[config.mk]
export PLATFORM = sky130hd
export DESIGN_NAME = rocket_draw_datapath
export DESIGN_NICKNAME = d
export VERILOG_FILES = /design/src/rtl/rocket_pkg.sv /design/src/rtl/rect_scanner.sv /design/src/rtl/rocket_draw_datapath.sv
export SDC_FILE = /design/constraint.sdc
export NUM_CORES = 1
export LEC_CHECK = 0
export CORE_ASPECT_RATIO = 1.25
export CORE_MARGIN = 3
export CORE_UTILIZATION = 36
export DETAILED_ROUTE_END_ITERATION = 8
export PLACE_DENSITY_LB_ADDON = 0.08
export SKIP_CTS_REPAIR_TIMING = 1
export SYNTH_ARGS = -nofsm -noshare
export SYNTH_HDL_FRONTEND = slang
export SYNTH_SLANG_ARGS = --single-unit
[constraint.sdc]
create_clock -name clk -period 10.6 [get_ports clk]
set_input_delay 1.59 -clock clk [delete_from_list [all_inputs] [get_ports clk]]
set_output_delay 1.59 -clock clk [all_outputs]
set_load 0.02 [all_outputs]
[src/rtl/rocket_pkg.sv]
// Shared constants and state encodings for the rocket control FSM and its draw datapath.
package rocket_pkg;

  localparam int SCREEN_WIDTH  = 160;
  localparam int SCREEN_HEIGHT = 120;
  localparam int ROCKET_WIDTH  = 8;
  localparam int ROCKET_HEIGHT = 4;
  localparam int ROCKET_TOP    = 112;
  localparam int BASE_TOP      = 118;
  localparam int MOVE_STEP     = 2;

  localparam logic [2:0] BLACK = 3'b000;
  localparam logic [2:0] GREEN = 3'b010;
  localparam logic [2:0] WHITE = 3'b111;

  typedef enum logic [3:0] {
    DP_IDLE,
    DP_CLEAR,
    DP_CLEAR_ACK,
    DP_BASE,
    DP_BASE_ROCKET,
    DP_BASE_ACK,
    DP_ERASE,
    DP_DRAW,
    DP_MOVE_END
  } dp_state_t;

  typedef enum logic [2:0] {
    CTRL_RESET,
    CTRL_CLEAR,
    CTRL_HOMEBASE,
    CTRL_WAIT,
    CTRL_MOVE
  } ctrl_state_t;

endpackage

[src/rtl/rect_scanner.sv]
// Walks a rectangle one pixel per cycle, x fastest; a new start restarts the walk immediately.
module rect_scanner (
  input  logic       clk,
  input  logic       reset,
  input  logic       start,
  input  logic [7:0] ox,
  input  logic [6:0] oy,
  input  logic [7:0] w,
  input  logic [6:0] h,
  output logic [7:0] x,
  output logic [6:0] y,
  output logic       valid,
  output logic       done,
  output logic       last
);

  logic [7:0] x0;
  logic [7:0] x_end;
  logic [6:0] y_end;

  // last lets the owner chain the next rectangle without a gap cycle
  assign last = valid && (x == x_end) && (y == y_end);

  always_ff @(posedge clk) begin
    if (reset) begin
      x     <= '0;
      y     <= '0;
      x0    <= '0;
      x_end <= '0;
      y_end <= '0;
      valid <= 1'b0;
      done  <= 1'b0;
    end else begin
      done <= 1'b0;
      if (start) begin
        x     <= ox;
        y     <= oy;
        x0    <= ox;
        x_end <= ox + w - 8'd1;
        y_end <= oy + h - 7'd1;
        valid <= 1'b1;
      end else if (valid) begin
        if (x == x_end) begin
          x <= x0;
          if (y == y_end) begin
            valid <= 1'b0;
            done  <= 1'b1;
          end else begin
            y <= y + 7'd1;
          end
        end else begin
          x <= x + 8'd1;
        end
      end
    end
  end

endmodule

[src/rtl/rocket_draw_datapath.sv]
// Executes clear / homebase / move commands and streams registered pixel writes to the VGA adapter.
module rocket_draw_datapath
  import rocket_pkg::*;
#(
  parameter int SCREEN_W = SCREEN_WIDTH,
  parameter int SCREEN_H = SCREEN_HEIGHT,
  parameter int ROCKET_W = ROCKET_WIDTH,
  parameter int ROCKET_H = ROCKET_HEIGHT,
  parameter int ROCKET_Y = ROCKET_TOP,
  parameter int BASE_Y   = BASE_TOP,
  parameter int STEP     = MOVE_STEP
) (
  input  logic       clk,
  input  logic       reset,
  input  logic       clearEnable,
  input  logic       drawHomebase,
  input  logic       moveLeft,
  input  logic       moveRight,
  output logic [7:0] x,
  output logic [6:0] y,
  output logic [2:0] colour,
  output logic       plot,
  output logic       screenCleared,
  output logic       drewHomebase,
  output logic       moveDone,
  output logic       busy,
  output logic [7:0] rocket_x
);

  localparam logic [7:0] HOME_X = 8'((SCREEN_W - ROCKET_W) / 2);
  localparam logic [7:0] MAX_X  = 8'(SCREEN_W - ROCKET_W);
  localparam logic [8:0] STEP9  = 9'(STEP);

  dp_state_t  state;
  logic [7:0] target_x;
  logic [2:0] pen;

  logic       scan_start;
  logic [7:0] scan_ox;
  logic [6:0] scan_oy;
  logic [7:0] scan_w;
  logic [6:0] scan_h;
  logic [7:0] scan_x;
  logic [6:0] scan_y;
  logic       scan_valid;
  logic       scan_done;
  logic       scan_last;

  logic       move_one;
  logic       clear_abort;
  logic [8:0] left9;
  logic [8:0] right9;
  logic [7:0] move_x;

  assign move_one = moveLeft ^ moveRight;
  // 9-bit sums so a left step from 0 goes negative instead of wrapping
  assign left9  = {1'b0, rocket_x} - STEP9;
  assign right9 = {1'b0, rocket_x} + STEP9;
  assign clear_abort = clearEnable && (state inside {DP_ERASE, DP_DRAW, DP_MOVE_END});

  always_comb begin
    move_x = rocket_x;
    if (moveLeft)
      move_x = left9[8] ? 8'd0 : left9[7:0];
    else if (right9 > {1'b0, MAX_X})
      move_x = MAX_X;
    else
      move_x = right9[7:0];
  end

  always_comb begin
    scan_start = 1'b0;
    scan_ox    = '0;
    scan_oy    = '0;
    scan_w     = 8'(ROCKET_W);
    scan_h     = 7'(ROCKET_H);
    if (clearEnable && (state == DP_IDLE || clear_abort)) begin
      scan_start = 1'b1;
      scan_w     = 8'(SCREEN_W);
      scan_h     = 7'(SCREEN_H);
    end else begin
      case (state)
        DP_IDLE: begin
          if (drawHomebase) begin
            scan_start = 1'b1;
            scan_oy    = 7'(BASE_Y);
            scan_w     = 8'(SCREEN_W);
            scan_h     = 7'd2;
          end else if (move_one && move_x != rocket_x) begin
            scan_start = 1'b1;
            scan_ox    = rocket_x;
            scan_oy    = 7'(ROCKET_Y);
          end
        end
        DP_BASE: begin
          scan_start = scan_last;
          scan_ox    = rocket_x;
          scan_oy    = 7'(ROCKET_Y);
        end
        DP_ERASE: begin
          scan_start = scan_last;
          scan_ox    = target_x;
          scan_oy    = 7'(ROCKET_Y);
        end
        default: ;
      endcase
    end
  end

  rect_scanner u_scan (
    .clk   (clk),
    .reset (reset),
    .start (scan_start),
    .ox    (scan_ox),
    .oy    (scan_oy),
    .w     (scan_w),
    .h     (scan_h),
    .x     (scan_x),
    .y     (scan_y),
    .valid (scan_valid),
    .done  (scan_done),
    .last  (scan_last)
  );

  always_ff @(posedge clk) begin
    if (reset) begin
      state         <= DP_IDLE;
      target_x      <= HOME_X;
      pen           <= BLACK;
      rocket_x      <= HOME_X;
      x             <= '0;
      y             <= '0;
      colour        <= BLACK;
      plot          <= 1'b0;
      busy          <= 1'b0;
      screenCleared <= 1'b0;
      drewHomebase  <= 1'b0;
      moveDone      <= 1'b0;
    end else begin
      x        <= scan_x;
      y        <= scan_y;
      colour   <= pen;
      // the pixel in flight when a clear aborts a move is dropped
      plot     <= scan_valid && !clear_abort;
      busy     <= scan_valid && !clear_abort;
      moveDone <= 1'b0;
      case (state)
        DP_IDLE: begin
          if (clearEnable) begin
            state <= DP_CLEAR;
            pen   <= BLACK;
          end else if (drawHomebase) begin
            state    <= DP_BASE;
            pen      <= GREEN;
            rocket_x <= HOME_X;
          end else if (move_one) begin
            target_x <= move_x;
            if (move_x == rocket_x) begin
              state    <= DP_MOVE_END;
              moveDone <= 1'b1;
            end else begin
              state <= DP_ERASE;
              pen   <= BLACK;
            end
          end
        end
        DP_CLEAR: begin
          if (scan_done) begin
            state         <= DP_CLEAR_ACK;
            screenCleared <= 1'b1;
          end
        end
        DP_CLEAR_ACK: begin
          if (!clearEnable) begin
            state         <= DP_IDLE;
            screenCleared <= 1'b0;
          end
        end
        DP_BASE: begin
          if (scan_last) begin
            state <= DP_BASE_ROCKET;
            pen   <= WHITE;
          end
        end
        DP_BASE_ROCKET: begin
          if (scan_done) begin
            state        <= DP_BASE_ACK;
            drewHomebase <= 1'b1;
          end
        end
        DP_BASE_ACK: begin
          if (!drawHomebase) begin
            state        <= DP_IDLE;
            drewHomebase <= 1'b0;
          end
        end
        DP_ERASE: begin
          if (clearEnable) begin
            state <= DP_CLEAR;
            pen   <= BLACK;
          end else if (scan_last) begin
            state    <= DP_DRAW;
            pen      <= WHITE;
            rocket_x <= target_x;
          end
        end
        DP_DRAW: begin
          if (clearEnable) begin
            state <= DP_CLEAR;
            pen   <= BLACK;
          end else if (scan_done) begin
            state    <= DP_MOVE_END;
            moveDone <= 1'b1;
          end
        end
        DP_MOVE_END: begin
          if (clearEnable) begin
            state <= DP_CLEAR;
            pen   <= BLACK;
          end else begin
            state <= DP_IDLE;
          end
        end
        default: state <= DP_IDLE;
      endcase
    end
  end

endmodule

==> results of run 1 <==
sequential cells by signal (all words and copies together) (netlist names), 3 cells and up:
| signal | cells |
|---|---|
| pen | 3 |
| u_scan.x | 8 |
| target_x | 8 |
| colour | 3 |
| u_scan.y_end | 7 |
| state | 4 |
| x | 8 |
| u_scan.x_end | 8 |
| u_scan.y | 7 |
| y | 7 |
| u_scan.x0 | 8 |
| rocket_x | 8 |
logic make-up after synthesis:
group	synth area share (%)
adder cells (fa/ha/maj)	4.80
AND/OR/NAND/NOR	22.6
buffers and inverters	7.15
multiplexers	1.85
flip-flops	34.0
AO/OA/AOI/OAI	24.2
XOR/XNOR	5.42
area by class of cell:
class / instances / area share (%)
Inverter: 32 / 2.12
Tap cell: 171 / 3.78
Sequential cell: 85 / 30.1
Clock inverter: 6 / 1.22
Clock buffer: 10 / 4.23
Multi-Input combinational cell: 474 / 52.1
Timing Repair Buffer: 37 / 6.42
per-layer routing:
| layer | wire (µm) | part of all wire [%] | GRT usage, % | vias up |
|---|---|---|---|---|
| met5 | 0 | 0 | 0 | - |
| met4 | 301 | 2.3 | 7.84 | 0 |
| met3 | 509 | 3.8 | 3.34 | 19 |
| met2 | 6630 | 50 | 31.5 | 96 |
| met1 | 5880 | 44 | 21.1 | 2065 |
| li1 | - | - | - | 2239 |
through the flow:
step,std cells,cell area [µm²],setup slack (ns)
global placement,799,5350,4.38
detailed placement,799,5350,4.24
floorplan,630,5010,5.56
finish,815,5650,4.57
global route,815,5650,4.19
CTS,815,5650,4.60
final timing paths:
| kind | end | cells after the start |
|---|---|---|
| min reg2reg | target_x[0] | 2 |
| min | target_x[0] | 2 |
| max reg2reg | u_scan.x_end[7] | 19 |
| max | u_scan.x_end[7] | 19 |
worst reg2reg max path, stage by stage, from the launching register on:
cell and delay, ns:
dfxtp_1 0.66, inv_1 0.23, ha_1 0.46, nor3_1 0.07, o31a_2 0.39, o21ai_0 0.54
nand3_2 0.28, o21ai_1 0.42, nor2_1 0.11, o21ba_2 0.23, ha_1 0.21, fa_1 0.42
a21o_1 0.20, a21oi_1 0.24, nor2b_1 0.07, o21ai_0 0.15, nand2b_1 0.09, and3_2 0.19
o221a_1 0.24, a311o_1 0.31
power breakdown:
group	switching (mW)	internal, mW	total [mW]
Clock	0.137	0.191	0.329
Sequential	0.0600	0.368	0.428
Combinational	0.272	0.184	0.455
Total	0.469	0.743	1.21
cell usage after synthesis, types with 3 or more instances:
master / number
a22oi_1: 4
nor2_1: 58
o211ai_1: 5
mux2i_1: 7
nand2_1: 75
a21oi_2: 3
inv_1: 32
nor4_1: 9
dfxtp_1: 85
buf_6: 6
o21ai_0: 36
clkbuf_8: 3
ha_1: 16
a211oi_1: 11
clkbuf_1: 22
buf_2: 5
a21oi_1: 59
and3_1: 10
nor2b_1: 21
xnor2_1: 10
xor2_1: 21
nand3_1: 12
a31oi_1: 4
o22ai_1: 5
nand4_1: 5
a21boi_0: 4
a21o_1: 10
or3_1: 3
o21a_1: 5
nor3_1: 14
o21bai_1: 4
a311oi_1: 3
layout by cell type, fill, tap and decap left out, types with 5 or more instances in the layout:
master / count
dfxtp_1: 85
nand2_1: 75
a21oi_1: 59
nor2_1: 58
o21ai_0: 36
clkdlybuf4s50_1: 35
inv_1: 32
xor2_1: 21
nor2b_1: 21
ha_1: 16
nor3_1: 14
nand3_1: 12
a211oi_1: 11
and3_1: 10
a21o_1: 10
xnor2_1: 10
nor4_1: 9
clkbuf_16: 9
mux2i_1: 7
nand4_1: 5
o21a_1: 5
o211ai_1: 5
o22ai_1: 5
==> reports/metrics.yaml, run 1 <==
cap_violations: 0
path_class: "in2reg"
numPortBuffers: 36
worst_hold_path_type: "reg2reg"
status: "completed"
worstMarginPinSlew_ns: 0.781
clockBufferDepth: 2
antenna_found_initial: 0
crit_required_ns: 10.84
async_flop_share_pct: 0
clock_latency_ns: 0.35
final_util_pct: 42.2
cpPeakStageDelay_ns: 0.79
synth_edf_count: 0
clock-root-buffer: "clkbuf_16"
ios: 37
cts_made_buffers: 9
grt_pass1_wl_um: 21800
core_area_um2: 13400
ir_worst_vdd_mv: 0.109
place_congestion: 0.865
final_layout_size_suffix_gt1_share_pct: 7.30
nFillCells: 1382
dieArea_um2: 15400
yosysSeqAreaShare_pct: 34.0
wire_per_inst_um: 16.3
worstPathCellList: "clkdlybuf4s50_1 > inv_1 > or3_2 > a21oi_2 > nor4_2 > nand3_2 > o21ai_1 > nor4_1 > o21bai_1 > ha_1 > fa_1 > a21o_1 > a21oi_1 > nor2b_1 > o21ai_0 > nand2b_1 > and3_2 > o221a_1 > a311o_1"
grt_setup_unrepaired: "no"
nets: 663
htreeDepth: 3
dp_hpwl_um: 9560
fin_hold_ws_ns: 0.450
seqCellArea_um2: 1700
crit_start: "moveLeft"
critical-path-top-delay-family: "compound AO/OA/AOI/OAI gates"
start_kind: "input port"
fp.dieW_um: 111
cp_max_fo: 15
period_minus_slack_ns: 6.03
cts_sinks: 85
reg2reg_slack_ns: 5.00
avgSynthCellArea_um2: 7.95
syn-instance-count: 630
synth_top_cell_by_area: "dfxtp_1"
antenna_left: 0
cpMaxStageDelayCell: "clkdlybuf4s50_1"
finClkSkew_ns: 0.00852
synthTopCellsByArea: "dfxtp_1 34%, a21oi_1 5.9%, nand2_1 5.6%"
globalRouteTotalUtil_pct: 17.8
synth_nets: 654
fp.dieH_um: 138
synth_top_area_share_pct: 34.0
synth_seq_cells: 85
finalCritPeriodShare_pct: 56.9
tritoncts: "built"
vias_per_cell: 5.42
ys_warn_count: 0
relSlewSlack_pct: 47.8
drc: 0
gr-total-overflow: 0
crit_arrival_ns: 6.27
totalWireLength_um: 13300
route.vias.total: 4419
grt_max_degree: 73
hold_violations: 0
setup_viol_count_final: 0
clk_pin_slew_worst_paths_ns: 0.07
synth-main-ff-cell: "dfxtp_1"
ys_types: 83
rows: 47
maxSlewViolCount: 0
cp-end-kind: "register"
critPathBufInv: 2
drt_iter0_markers: 201
dr.pass1.iters: 5
n_antenna_cell: 0
worstHoldStart: "target_x[0]"
synth.cell_area_um2: 5010
power_density_nw_per_um2: 214
setup_tns_ns: 0
multi_input_area_um2: 2950
power_mw: 1.21
r2r_start: "rocket_x[2]"
fmax_ghz: 0.166
grt_pass1_vias: 4293
area_delta_synth_final_pct: 12.9
start_util_pct: 37.3
p_leak_nw: 2.24
Power figures use the tool's default switching activity.
==> inputs of run 2 (changes only) <==
Clock period 10.6 ns to 6.2 ns, I/O delays scaled along.
==> run 2 against run 1 <==
Against the previous run:
- routed wire length increased by 0.89%
- via count increased by 0.97%
- largest cell class unchanged
- register-to-register slack got worse by 4.2 ns
- die area unchanged
- cell count increased by 0.25%
==> reports/metrics.yaml, run 2 (synthesized netlist as in run 1, its figures left out) <==
power_density_nw_per_um2: 358
ios: 37
drt_iter0_markers: 227
start_kind: "register"
cts_sinks: 85
pre_cts_ws_ns: 0.829
cp-end-kind: "register"
core_area_um2: 13400
finClkSkew_ns: 0.00702
clockBufferDepth: 2
critPathBufInv: 1
nFillCells: 1396
r2r_end: "u_scan.x_end[7]"
worstPathCellList: "inv_1 > ha_1 > nor3_1 > o31a_2 > o21ai_0 > nand3_2 > o21ai_1 > nor2_1 > o21ba_2 > ha_1 > fa_1 > a21o_1 > a21oi_1 > nor2b_1 > o21ai_0 > nand2b_1 > and3_2 > o221a_1 > a311o_1"
hold_violations: 0
numPortBuffers: 36
wire_per_inst_um: 16.4
antenna_left: 0
dp_hpwl_um: 9720
internal_power_mw: 1.23
antenna_found_initial: 0
fp.dieH_um: 138
critical-path-top-delay-family: "compound AO/OA/AOI/OAI gates"
drc: 0
holdPathEnd: "target_x[5]"
dr.pass1.iters: 5
sw_frac_of_total_pct: 39.2
status: "completed"
grt_setup_unrepaired: "no"
area_delta_synth_final_pct: 12.7
cts_made_buffers: 9
rows: 47
grt_max_degree: 73
clk_pin_slew_worst_paths_ns: 0.06
final_layout_size_suffix_gt1_share_pct: 7.43
reg2reg_slack_ns: 0.78
n_antenna_cell: 0
gr-total-overflow: 0
crit_required_ns: 6.43
relSlewSlack_pct: 44.5
cap_violations: 0
globalRouteTotalUtil_pct: 17.9
p_leak_nw: 2.24
crit_arrival_ns: 5.65
cpMaxStageDelayCell: "dfxtp_1"
pwr-share-clk_pct: 25.1
ir_worst_vdd_mv: 0.152
clock_latency_ns: 0.34
period_minus_slack_ns: 5.42
start_util_pct: 37.3
nets: 666
route.vias.total: 4462
dieArea_um2: 15400
grt_pass1_wl_um: 22000
finalCritPeriodShare_pct: 87.5
r2r_start: "rocket_x[2]"
grt_pass1_vias: 4310
pwr-share-seq_pct: 36.2
worstMarginPinSlew_ns: 0.825
fp.dieW_um: 111
combPwrFrac_pct: 38.7
maxSlewViolCount: 0
final_cell_mix: "85 x dfxtp_1, 75 x nand2_1, 59 x a21oi_1"
totalWireLength_um: 13400
cp_max_fo: 16
clock-root-buffer: "clkbuf_16"
fmax_ghz: 0.184
place_congestion: 0.864
final_common_cell: "dfxtp_1"
rr_worst_depth: 19
setup_tns_ns: 0
path_class: "reg2reg"
vias_per_cell: 5.46
worst_slack_ns: 0.776
worstHoldStart: "target_x[5]"
hold_path_depth: 2
final_util_pct: 42.1
worst_hold_path_type: "reg2reg"
net-switching-power_mw: 0.790
htreeDepth: 3
cpPeakStageDelay_ns: 0.64
tritoncts: "built"
setup_viol_count_final: 0
## run 2: worst reg2reg max path, stage by stage, from the launching register on
cell,delay [ns]
dfxtp_1,0.64
inv_1,0.19
ha_1,0.43
nor3_1,0.07
o31a_2,0.37
o21ai_0,0.52
nand3_2,0.26
o21ai_1,0.42
nor2_1,0.13
o21ba_2,0.23
ha_1,0.20
fa_1,0.41
a21o_1,0.19
a21oi_1,0.21
nor2b_1,0.07
o21ai_0,0.15
nand2b_1,0.10
and3_2,0.19
o221a_1,0.23
a311o_1,0.31
## run 2: worst max-delay path by stage
| stage | endpoint | depth (start not counted) | from | slack [ns] |
|---|---|---|---|---|
| global route | u_scan.x_end[7] | 19 | rocket_x[2] | 0.30 |
| global placement | u_scan.x_end[7] | 19 | rocket_x[2] | 0.93 |
| floorplan | u_scan.x_end[7] | 20 | rocket_x[2] | 1.37 |
| detailed placement | u_scan.x_end[7] | 19 | rocket_x[2] | 0.83 |
| CTS | u_scan.x_end[7] | 19 | rocket_x[2] | 0.80 |
| finish | u_scan.x_end[7] | 19 | rocket_x[2] | 0.78 |
## run 2: power by group through the flow
stage	logic, mW	clock network, mW	registers, mW
after floorplan	0.655	0	0.705
after global placement	0.777	0	0.740
after detailed placement	0.783	0	0.742
after CTS	0.789	0.525	0.730
after global routing	0.895	0.544	0.745
final	0.782	0.506	0.730
## run 2: area by class of cell
cell class,instances,area (µm²),share of cell area [%]
clock buffer,11,243,4.30
sequential,85,1700,30.1
clock inverter,4,33.8,0.599
inverter,32,120,2.13
timing repair buffer,40,385,6.83
tap,171,214,3.79
multi-input combinational,474,2950,52.2
## run 2: stage by stage
stage | hold WS (ns) | instances | cell area, µm² | total power [mW]
after CTS | 0.453 | 817 | 5640 | 2.04
final | 0.453 | 817 | 5640 | 2.02
after floorplan | 0.427 | 630 | 5010 | 1.36
after global placement | 0.438 | 802 | 5370 | 1.52
after global routing | 0.474 | 817 | 5640 | 2.18
after detailed placement | 0.444 | 802 | 5370 | 1.52
## run 2: metal layers
metal / vias up / part of all wire, % / track usage (%)
met5: - / 0 / 0
met1: 2079 / 43 / 20.8
met4: 0 / 3.4 / 8.18
met3: 32 / 3.7 / 3.30
li1: 2232 / - / -
met2: 119 / 50 / 31.9
